`config.mk`:
```
export PLATFORM = sky130hd
export DESIGN_NAME = demux_tdm8
export DESIGN_NICKNAME = d
export VERILOG_FILES = /design/src/rtl/demux_tdm8_pkg.sv /design/src/rtl/tdm_slot_counter.sv /design/src/rtl/demux_tdm8.sv
export SDC_FILE = /design/constraint.sdc
export NUM_CORES = 1
export LEC_CHECK = 0
export CAP_MARGIN = 10
export CORE_MARGIN = 2
export CORE_UTILIZATION = 52
export DETAILED_ROUTE_END_ITERATION = 12
export GPL_TIMING_DRIVEN = 0
export PLACE_DENSITY = 0.79
export SLEW_MARGIN = 20
export SYNTH_ARGS = -nofsm -noshare
export SYNTH_HDL_FRONTEND = slang
export SYNTH_SLANG_ARGS = --single-unit
```
`constraint.sdc`:
```
create_clock -name clk -period 2.8 [get_ports clk]
set_input_delay 0.56 -clock clk [delete_from_list [all_inputs] [get_ports clk]]
set_output_delay 0.56 -clock clk [all_outputs]
set_load 0.05 [all_outputs]
```
`src/rtl/demux_tdm8_pkg.sv`:
```
// Shared constants and types for the 8-slot TDM receive demultiplexer.
package demux_tdm8_pkg;
    localparam int NUM_SLOTS = 8;
    localparam int SLOT_W    = 3;

    typedef enum logic {
        HUNT = 1'b0,
        RUN  = 1'b1
    } state_t;

    localparam logic [SLOT_W-1:0] SLOT_A = 3'd0;
    localparam logic [SLOT_W-1:0] SLOT_B = 3'd1;
    localparam logic [SLOT_W-1:0] SLOT_C = 3'd2;
    localparam logic [SLOT_W-1:0] SLOT_D = 3'd3;
    localparam logic [SLOT_W-1:0] SLOT_E = 3'd4;
    localparam logic [SLOT_W-1:0] SLOT_F = 3'd5;
    localparam logic [SLOT_W-1:0] SLOT_G = 3'd6;
    localparam logic [SLOT_W-1:0] SLOT_H = 3'd7;
endpackage

```
`src/rtl/tdm_slot_counter.sv`:
```
// Slot index counter: load-to-1 after a sync sample, otherwise increments and wraps 7->0.
module tdm_slot_counter
    import demux_tdm8_pkg::*;
(
    input  logic              clk,
    input  logic              rst,
    input  logic              load1_i,
    input  logic              inc_i,
    output logic [SLOT_W-1:0] slot_o,
    output logic              last_o
);
    logic [SLOT_W-1:0] cnt_q;
    logic [SLOT_W-1:0] cnt_d;

    always_comb begin
        cnt_d = cnt_q;
        if (load1_i) begin
            cnt_d = SLOT_B;
        end else if (inc_i) begin
            cnt_d = cnt_q + 3'd1;
        end
    end

    always_ff @(posedge clk or posedge rst) begin
        if (rst) begin
            cnt_q <= SLOT_A;
        end else begin
            cnt_q <= cnt_d;
        end
    end

    assign slot_o = cnt_q;
    assign last_o = (cnt_q == SLOT_H);
endmodule

```
`src/rtl/demux_tdm8.sv`:
```
// 1-to-8 TDM demultiplexer: collects slot-serial samples into a shadow frame and
// presents each completed frame as one parallel word behind a valid/ready handshake.
module demux_tdm8
    import demux_tdm8_pkg::*;
#(
    parameter int WIDTH = 1
) (
    input  logic                 clk,
    input  logic                 rst,
    input  logic                 in_valid,
    input  logic [WIDTH-1:0]     in_data,
    input  logic                 in_sync,
    input  logic                 out_ready,
    input  logic                 clr_ovf,
    output logic                 out_valid,
    output logic [8*WIDTH-1:0]   out_data,
    output logic [SLOT_W-1:0]    slot,
    output logic                 locked,
    output logic                 sync_err,
    output logic                 overflow
);
    state_t                state_q;
    logic [WIDTH-1:0]      shadow_q [NUM_SLOTS-1];
    logic                  out_valid_q;
    logic [8*WIDTH-1:0]    out_data_q;
    logic                  sync_err_q;
    logic                  ovf_q;

    logic [SLOT_W-1:0]     slot_cur;
    logic                  slot_last;
    logic                  in_run;
    logic                  start_hunt;
    logic                  resync;
    logic                  load1;
    logic                  adv;
    logic                  complete;
    logic                  accept;
    logic                  can_load;
    logic [8*WIDTH-1:0]    frame_word;

    tdm_slot_counter u_slot_counter (
        .clk     (clk),
        .rst     (rst),
        .load1_i (load1),
        .inc_i   (adv),
        .slot_o  (slot_cur),
        .last_o  (slot_last)
    );

    // A sync sample always lands in lane a; in RUN it only counts as an error off slot 0.
    always_comb begin
        in_run     = (state_q == RUN);
        start_hunt = !in_run && in_valid && in_sync;
        resync     = in_run && in_valid && in_sync && (slot_cur != SLOT_A);
        load1      = start_hunt || resync;
        adv        = in_run && in_valid && !resync;
        complete   = adv && slot_last;
        accept     = out_valid_q && out_ready;
        can_load   = !out_valid_q || out_ready;
    end

    // Lane h never touches the shadow: it comes straight from the completing sample.
    always_comb begin
        frame_word = '0;
        for (int k = 0; k < NUM_SLOTS - 1; k++) begin
            frame_word[k*WIDTH +: WIDTH] = shadow_q[k];
        end
        frame_word[(NUM_SLOTS-1)*WIDTH +: WIDTH] = in_data;
    end

    always_ff @(posedge clk or posedge rst) begin
        if (rst) begin
            state_q     <= HUNT;
            out_valid_q <= 1'b0;
            out_data_q  <= '0;
            sync_err_q  <= 1'b0;
            ovf_q       <= 1'b0;
            for (int k = 0; k < NUM_SLOTS - 1; k++) begin
                shadow_q[k] <= '0;
            end
        end else begin
            if (load1) begin
                state_q <= RUN;
            end
            sync_err_q <= resync;

            if (load1) begin
                shadow_q[0] <= in_data;
            end else if (adv && !slot_last) begin
                shadow_q[slot_cur] <= in_data;
            end

            if (complete && can_load) begin
                out_data_q  <= frame_word;
                out_valid_q <= 1'b1;
            end else if (accept) begin
                out_valid_q <= 1'b0;
            end

            if (complete && !can_load) begin
                ovf_q <= 1'b1;
            end else if (clr_ovf) begin
                ovf_q <= 1'b0;
            end
        end
    end

    assign out_valid = out_valid_q;
    assign out_data  = out_data_q;
    assign slot      = slot_cur;
    assign locked    = (state_q == RUN);
    assign sync_err  = sync_err_q;
    assign overflow  = ovf_q;
endmodule

```
==> out/results.tsv, run 1 <==
stage	metric	value	unit
status	status	finished, final reports clean	
pwr	NetSw	0.000516	W
place	Port Buffers	21	
sta	Tcrit/Tclk final	80.8	%
global_route	vias in the first global route	631	
sta	Worst slew margin	45.0	%
clock_tree	buffer count from post-CTS setup fixing	0	
clock_tree	CTS Buf Count	3	
routing	Post-route DRC	0	
logic_synthesis	Mean Syn Cell Area	12.9	µm²
layout	final-layout fill cell count	142	
worst_setup_path	Crit Reg-Reg Startpoint	u_slot_counter.slot_o[0]	
worst_setup_path	Worst Path Arrival	1700	ps
global_route	GRT Residual Overflow	0	
clock_tree	Clock Sinks	22	
pwr	overall power	0.00127	W
global_route	Total GRT Usage	17.2	%
pwr	Pwr per Cell Area	996	nW/µm²
routing	vias post-DR	667	
sta	TNS Setup	0	ps
layout	area delta synth->final	27.9	%
run	max cap viols	0	
pwr	sequential fraction of design power	39.3	%
worst_setup_path	slowest stage delay, CP	860	ps
clock_tree	clock-pin slew on the worst setup and hold paths	120	ps
sta	Slew Viols, Final	0	
global_route	met1 Use GR	22.0	%
worst_setup_path	CP Launch Point	u_slot_counter.slot_o[1]	
global_route	met2 global-route usage	28.8	%
layout	share of layout cells above drive strength 1	26.5	%
sta	final setup violation count	0	
floorplanning	Die Span Y	47.7	µm
clock_tree	hold_buf cts	0	
floorplanning	Rows	15	
sta	Final min period	2260	ps
worst_setup_path	Crit Path Max Fanout	9	
global_route	initial antenna violation count	0	
global_route	GR peak layer	met2	
layout	nets	113	
clock_tree	clock tree buffer depth	2	
worst_setup_path	cell-by-cell trace of the critical path	clkdlybuf4s50_1	
logic_synthesis	cells after synthesis	77	
layout	utilization after layout	72.1	%
floorplanning	# IOs	22	
routing	final wirelength	1740	µm
logic_synthesis	synth unique cells	24	
sta	unrepaired setup endpoints after global routing	false	
sta	final hold vios	0	
logic_synthesis	synth warn	0	
logic_synthesis	cell area after synthesis	995	µm²
worst_setup_path	worst path buffer plus inverter count	1	
routing	DR vias/cell	5.25	
global_route	maximum number of pins on one net before global-route repair	23	
sta	final setup skew	4.71	ps
min_path	worst hold path class	flop to flop	
global_route	met3 GRT Util	3.40	%
worst_setup_path	largest delay contributor family on the critical path	buffers and inverters	
sta	fmax	442	MHz
pwr	Pint	0.000751	W
place	post-placement cell area	1240	µm²
global_route	global-route wire length before repair	2660	µm
worst_setup_path	WS Path Type	flop to output port	
min_path	worst hold start	frame_word[0]	
pwr	Sw Ratio	40.7	%
pwr	combinational power share	47.0	%
clock_tree	latest clock arrival within the worst-skew pair	310	ps
routing	drt first pass iters	4	
place	Detail Placement HPWL	1260	µm
logic_synthesis	register area share after synthesis	55.3	%
clock_tree	CTS tree	done	
floorplanning	core area	1760	µm²
floorplanning	chip width	47.7	µm
floorplanning	die area	2280	µm²
clock_tree	Root Driver	clkbuf_4	
sta	actual slew at the worst max-slew pin	824	ps
routing	drt initial violations	11	
pwr	Max VDD drop	0.000662	V
layout	post-layout instance area	1270	µm²
logic_synthesis	Seq cells post-synth	22	
worst_setup_path	Worst path slowest cell	clkdlybuf4s50_1	
worst_setup_path	endpoint class of the critical path	output port	
pwr	LEAKAGE	0.582	nW
clock_tree	cts repair resizes	0	
worst_setup_path	Worst Setup Start Kind	flop	
place	final RePlAce weighted congestion	0.831	
pwr	clock network fraction of design power	13.7	%
clock_tree	number of H-tree levels	1	
logic_synthesis	syn nets	87	
routing	WL/cell	13.7	µm
routing	post-route antenna net violation count	0	
worst_setup_path	Req. time, crit path	2240	ps
floorplanning	Initial Util	56.4	%
layout	ant diodes	0	
-- synth_stat cells, drive strengths merged --
master	n	area [µm²]
a21o	1	7.51
a21oi	1	8.76
a22o	2	20.0
and2b	1	8.76
and3	1	6.26
and4	1	10.0
buf	1	11.3
dfrtp	22	551
ha	3	37.5
inv	4	15.0
mux2	15	169
nand2	7	26.3
nand2b	4	40.0
nand3	1	5.00
nand3b	1	7.51
nand4b	1	8.76
nor2	3	11.3
nor3	1	5.00
nor4	3	18.8
o21ai	1	5.00
o22ai	1	6.26
o31ai	1	7.51
xnor2	1	8.76
-- routing by layer --
| layer | wire, µm | up-vias |
|---|---|---|
| li1 | - | 323 |
| met1 | 778 | 319 |
| met2 | 866 | 23 |
| met3 | 72 | 2 |
| met4 | 25 | 0 |
| met5 | 0 | - |
-- power groups by stage --
| stage | combinational [W] | sequential (W) | clock, W |
|---|---|---|---|
| finish | 0.000596 | 0.000498 | 0.000174 |
| global route | 0.000631 | 0.000510 | 0.000191 |
| CTS | 0.000600 | 0.000499 | 0.000178 |
| detailed placement | 0.000599 | 0.000504 | 0 |
| global placement | 0.000583 | 0.000499 | 0 |
| floorplan | 0.000226 | 0.000693 | 0 |
-- cells in the final DEF, fill, tap and decap left out, types with 2 or more instances in the layout --
cell,n
nand2_1,7
clkdlybuf4s50_1,21
ha_1,3
nand2b_1,2
clkbuf_4,3
nand2b_4,2
mux2_2,15
inv_1,4
nor4_1,3
dfrtp_1,22
nor2_1,3
a22o_2,2
-- path summary, 6_finish.rpt --
path | end | slack [ps] | depth (start not counted)
worst max register to register | out_data[0] | 850 | 7
max in group asynchronous | frame_word[6] | 1590 | 2
worst min register to register | frame_word[0] | 520 | 1
worst min-delay path | frame_word[0] | 520 | 1
min in group asynchronous | overflow | 700 | 2
worst max-delay path | slot[1] | 540 | 1
-- cell type report --
class                           instances  area [µm²]  share of cell area (%)
Sequential cell                        22         551                    43.3
Clock buffer                            4        36.3                    2.85
Inverter                                4        15.0                    1.18
Timing Repair Buffer                   21         210                    16.5
Tap cell                               25        31.3                    2.46
Multi-Input combinational cell         50         418                    32.8
Buffer                                  1        11.3                   0.885
-- registers in the layout, indices dropped and copies added (netlist names) --
| register | flops |
|---|---|
| frame_word | 7 |
| overflow | 1 |
| u_slot_counter.slot_o | 3 |
| out_valid | 1 |
| locked | 1 |
| sync_err | 1 |
| out_data | 8 |
-- through the flow --
stage	setup WS (ps)	hold WS, ps	std cells
2_1_floorplan	810	475	77
3_3_place_gp	579	487	123
3_5_place_dp	543	492	123
4_1_cts	540	518	127
5_1_grt	481	534	127
6_report	537	516	127
-- kinds of logic (layout without fill, tap and decap cells) --
logic type,after synthesis,after routing,share of synthesized area (%)
compound gates,7,7,5.54
xor+xnor,1,1,0.881
fa+ha+maj,3,3,3.77
buf+inv,5,30,2.64
flops,22,22,55.3
mux,15,15,17.0
simple gates,24,24,14.8
No activity file was read; power rests on OpenSTA's default activity.
==> run 2: changes to the inputs <==
Settings changed: CORE_ASPECT_RATIO from default to 1.5, CORE_UTILIZATION 52 to 48, PLACE_DENSITY 0.79 to 0.73.
Clock period 2.8 ns to 2.3 ns, I/O delays scaled along.
==> out/results.tsv, run 2 (synthesis gave the netlist of run 1 again) <==
stage	metric	value	unit	change
place	# placed instances	120		-2.4%
pwr	Pint	0.000912	W	+22%
layout	register area	551	µm²	unchanged
pwr	Pwr per Cell Area	1210	nW/µm²	+21%
global_route	initial antenna violation count	0		unchanged
global_route	GRT Residual Overflow	0		unchanged
sta	final hold vios	0		unchanged
global_route	Total GRT Usage	16.9	%	-0.34 points
layout	Non-Filler Instances	124		-2.4%
routing	post-route antenna net violation count	0		unchanged
clock_tree	CTS Buf Count	3		unchanged
floorplanning	Die Span Y	59.8	µm	+25%
worst_setup_path	Crit Reg-Reg Startpoint	u_slot_counter.slot_o[0]		
routing	drt initial violations	8		-3
min_path	worst hold path class	flop to flop		
routing	WL/cell	13.4	µm	-2.1%
sta	Tcrit/Tclk final	92.7	%	
worst_setup_path	Worst Path Arrival	1670	ps	-30 ps
worst_setup_path	worst path buffer plus inverter count	1		unchanged
floorplanning	Rows	20		+5
pwr	sequential fraction of design power	39.3	%	about the same
clock_tree	number of H-tree levels	1		unchanged
global_route	global-route wire length before repair	2820	µm	+6.0%
place	Port Buffers	21		unchanged
sta	fmax	469	MHz	
pwr	clock network fraction of design power	13.6	%	about the same
floorplanning	chip width	41.2	µm	-14%
worst_setup_path	Req. time, crit path	1840	ps	-400 ps
sta	TNS Setup	0	ps	unchanged
place	Detail Placement HPWL	1290	µm	+2.5%
layout	ant diodes	0		unchanged
pwr	NetSw	0.000619	W	+20%
worst_setup_path	Worst Setup Start Kind	flop		
worst_setup_path	FF-to-FF End	out_data[0]		
routing	Post-route DRC	0		unchanged
layout	most frequent cells in the layout	22 x dfrtp_1, 21 x clkdlybuf4s50_1, 15 x mux2_2		
worst_setup_path	endpoint class of the critical path	output port		
routing	vias post-DR	649		-2.7%
worst_setup_path	Crit Path Max Fanout	9		unchanged
sta	Slew Viols, Final	0		unchanged
layout	share of layout cells above drive strength 1	26.5	%	unchanged
min_path	worst hold start	frame_word[5]		
clock_tree	cts repair resizes	0		unchanged
worst_setup_path	critical path depth	1		unchanged
clock_tree	clock tree buffer depth	2		unchanged
layout	utilization after layout	63.4	%	-8.8 points
sta	actual slew at the worst max-slew pin	789	ps	-34.8 ps
pwr	Max VDD drop	0.000602	V	-9.1%
routing	final wirelength	1670	µm	-4.4%
routing	DR vias/cell	5.23		-0.34%
floorplanning	Initial Util	49.7	%	-6.7 points
status	status	finished, final reports clean		
pwr	LEAKAGE	0.582	nW	unchanged
clock_tree	Root Driver	clkbuf_4		
layout	area delta synth->final	27.5	%	
min_path	WHS Endpoint	out_data[5]		
sta	final setup skew	7.30	ps	+2.59 ps
layout	commonest non-fill, non-tap cell in the layout	dfrtp_1		
worst_setup_path	largest delay contributor family on the critical path	buffers and inverters		
sta	Final min period	2130	ps	
clock_tree	hold_buf cts	0		unchanged
worst_setup_path	worst reg2reg path depth	7		unchanged
layout	Largest register FFs	8		unchanged
clock_tree	clock-pin slew on the worst setup and hold paths	120	ps	about the same
floorplanning	die area	2460	µm²	+8.0%
sta	final setup violation count	0		unchanged
clock_tree	buffer count from post-CTS setup fixing	0		unchanged
worst_setup_path	CP Launch Point	u_slot_counter.slot_o[1]		
worst_setup_path	WS Path Type	flop to output port		
sta	Worst slew margin	47.3	%	+2.3 points
floorplanning	core area	2000	µm²	+13%
sta	unrepaired setup endpoints after global routing	false		
layout	final-layout fill cell count	166		+17%
clock_tree	Clock Sinks	22		unchanged
layout	nets	113		unchanged
pwr	Sw Ratio	40.4	%	-0.32 points
place	final RePlAce weighted congestion	0.747		-10%
pwr	combinational power share	47.1	%	about the same
worst_setup_path	cell-by-cell trace of the critical path	clkdlybuf4s50_1		
worst_setup_path	Worst path slowest cell	clkdlybuf4s50_1		
global_route	vias in the first global route	673		+6.7%
worst_setup_path	slowest stage delay, CP	860	ps	about the same
layout	area of the multi-input gates	418	µm²	unchanged
clock_tree	CTS tree	done		
worst_setup_path	reg-to-reg setup timing slack	350	ps	-500 ps
clock_tree	latest clock arrival within the worst-skew pair	300	ps	about the same
global_route	maximum number of pins on one net before global-route repair	23		unchanged
min_path	Hold Crit Depth	1		unchanged
routing	drt first pass iters	4		unchanged
floorplanning	# IOs	22		unchanged
run	max cap viols	0		unchanged
==> run 2: how the worst max path moves through the flow <==
stage	endpoint	slack, ps
global placement	out_data[2]	200
CTS	slot[1]	160
finish	slot[1]	170
floorplan	out_data[7]	310
global route	slot[1]	70
detailed placement	out_data[0]	170
==> run 2: power by group through the flow <==
stage / Sequential, W / Clock [W] / Combinational [W]
2_1_floorplan: 0.000844 / 0 / 0.000275
3_3_place_gp: 0.000609 / 0 / 0.000708
3_5_place_dp: 0.000614 / 0 / 0.000724
4_1_cts: 0.000604 / 0.000217 / 0.000727
5_1_grt: 0.000624 / 0.000231 / 0.000774
6_report: 0.000602 / 0.000208 / 0.000721
==> run 2: worst reg2reg max path, stage by stage, from the launching register on <==
cell      delay [ps]
dfrtp_1          470
inv_1            140
ha_1             270
nand2b_4          70
a21oi_2          210
and3_1           200
buf_6            140
mux2_2           340
==> run 2: final cells by class <==
type | instances | area share [%]
Sequential cell | 22 | 43.4
Timing Repair Buffer | 21 | 16.6
Multi-Input combinational cell | 50 | 32.9
Buffer | 1 | 0.888
Tap cell | 22 | 2.17
Inverter | 4 | 1.18
Clock buffer | 4 | 2.86
==> run 2: layer usage <==
layer	global-route usage (%)	up-vias	wire length, µm	part of all wire [%]
li1	-	320	-	-
met1	18.8	317	685	41
met2	29.5	10	913	55
met3	3.35	2	43	2.6
met4	6.91	0	23	1.4
met5	0	-	0	0
==> run 2: per-stage QoR <==
stage	instance area, µm²	power [W]	worst slack, ps	hold WS, ps
global route	1270	0.00163	74.8	536
detailed placement	1230	0.00134	173	494
finish	1270	0.00153	168	514
floorplan	995	0.00112	310	449
global placement	1230	0.00132	200	484
CTS	1270	0.00155	156	522
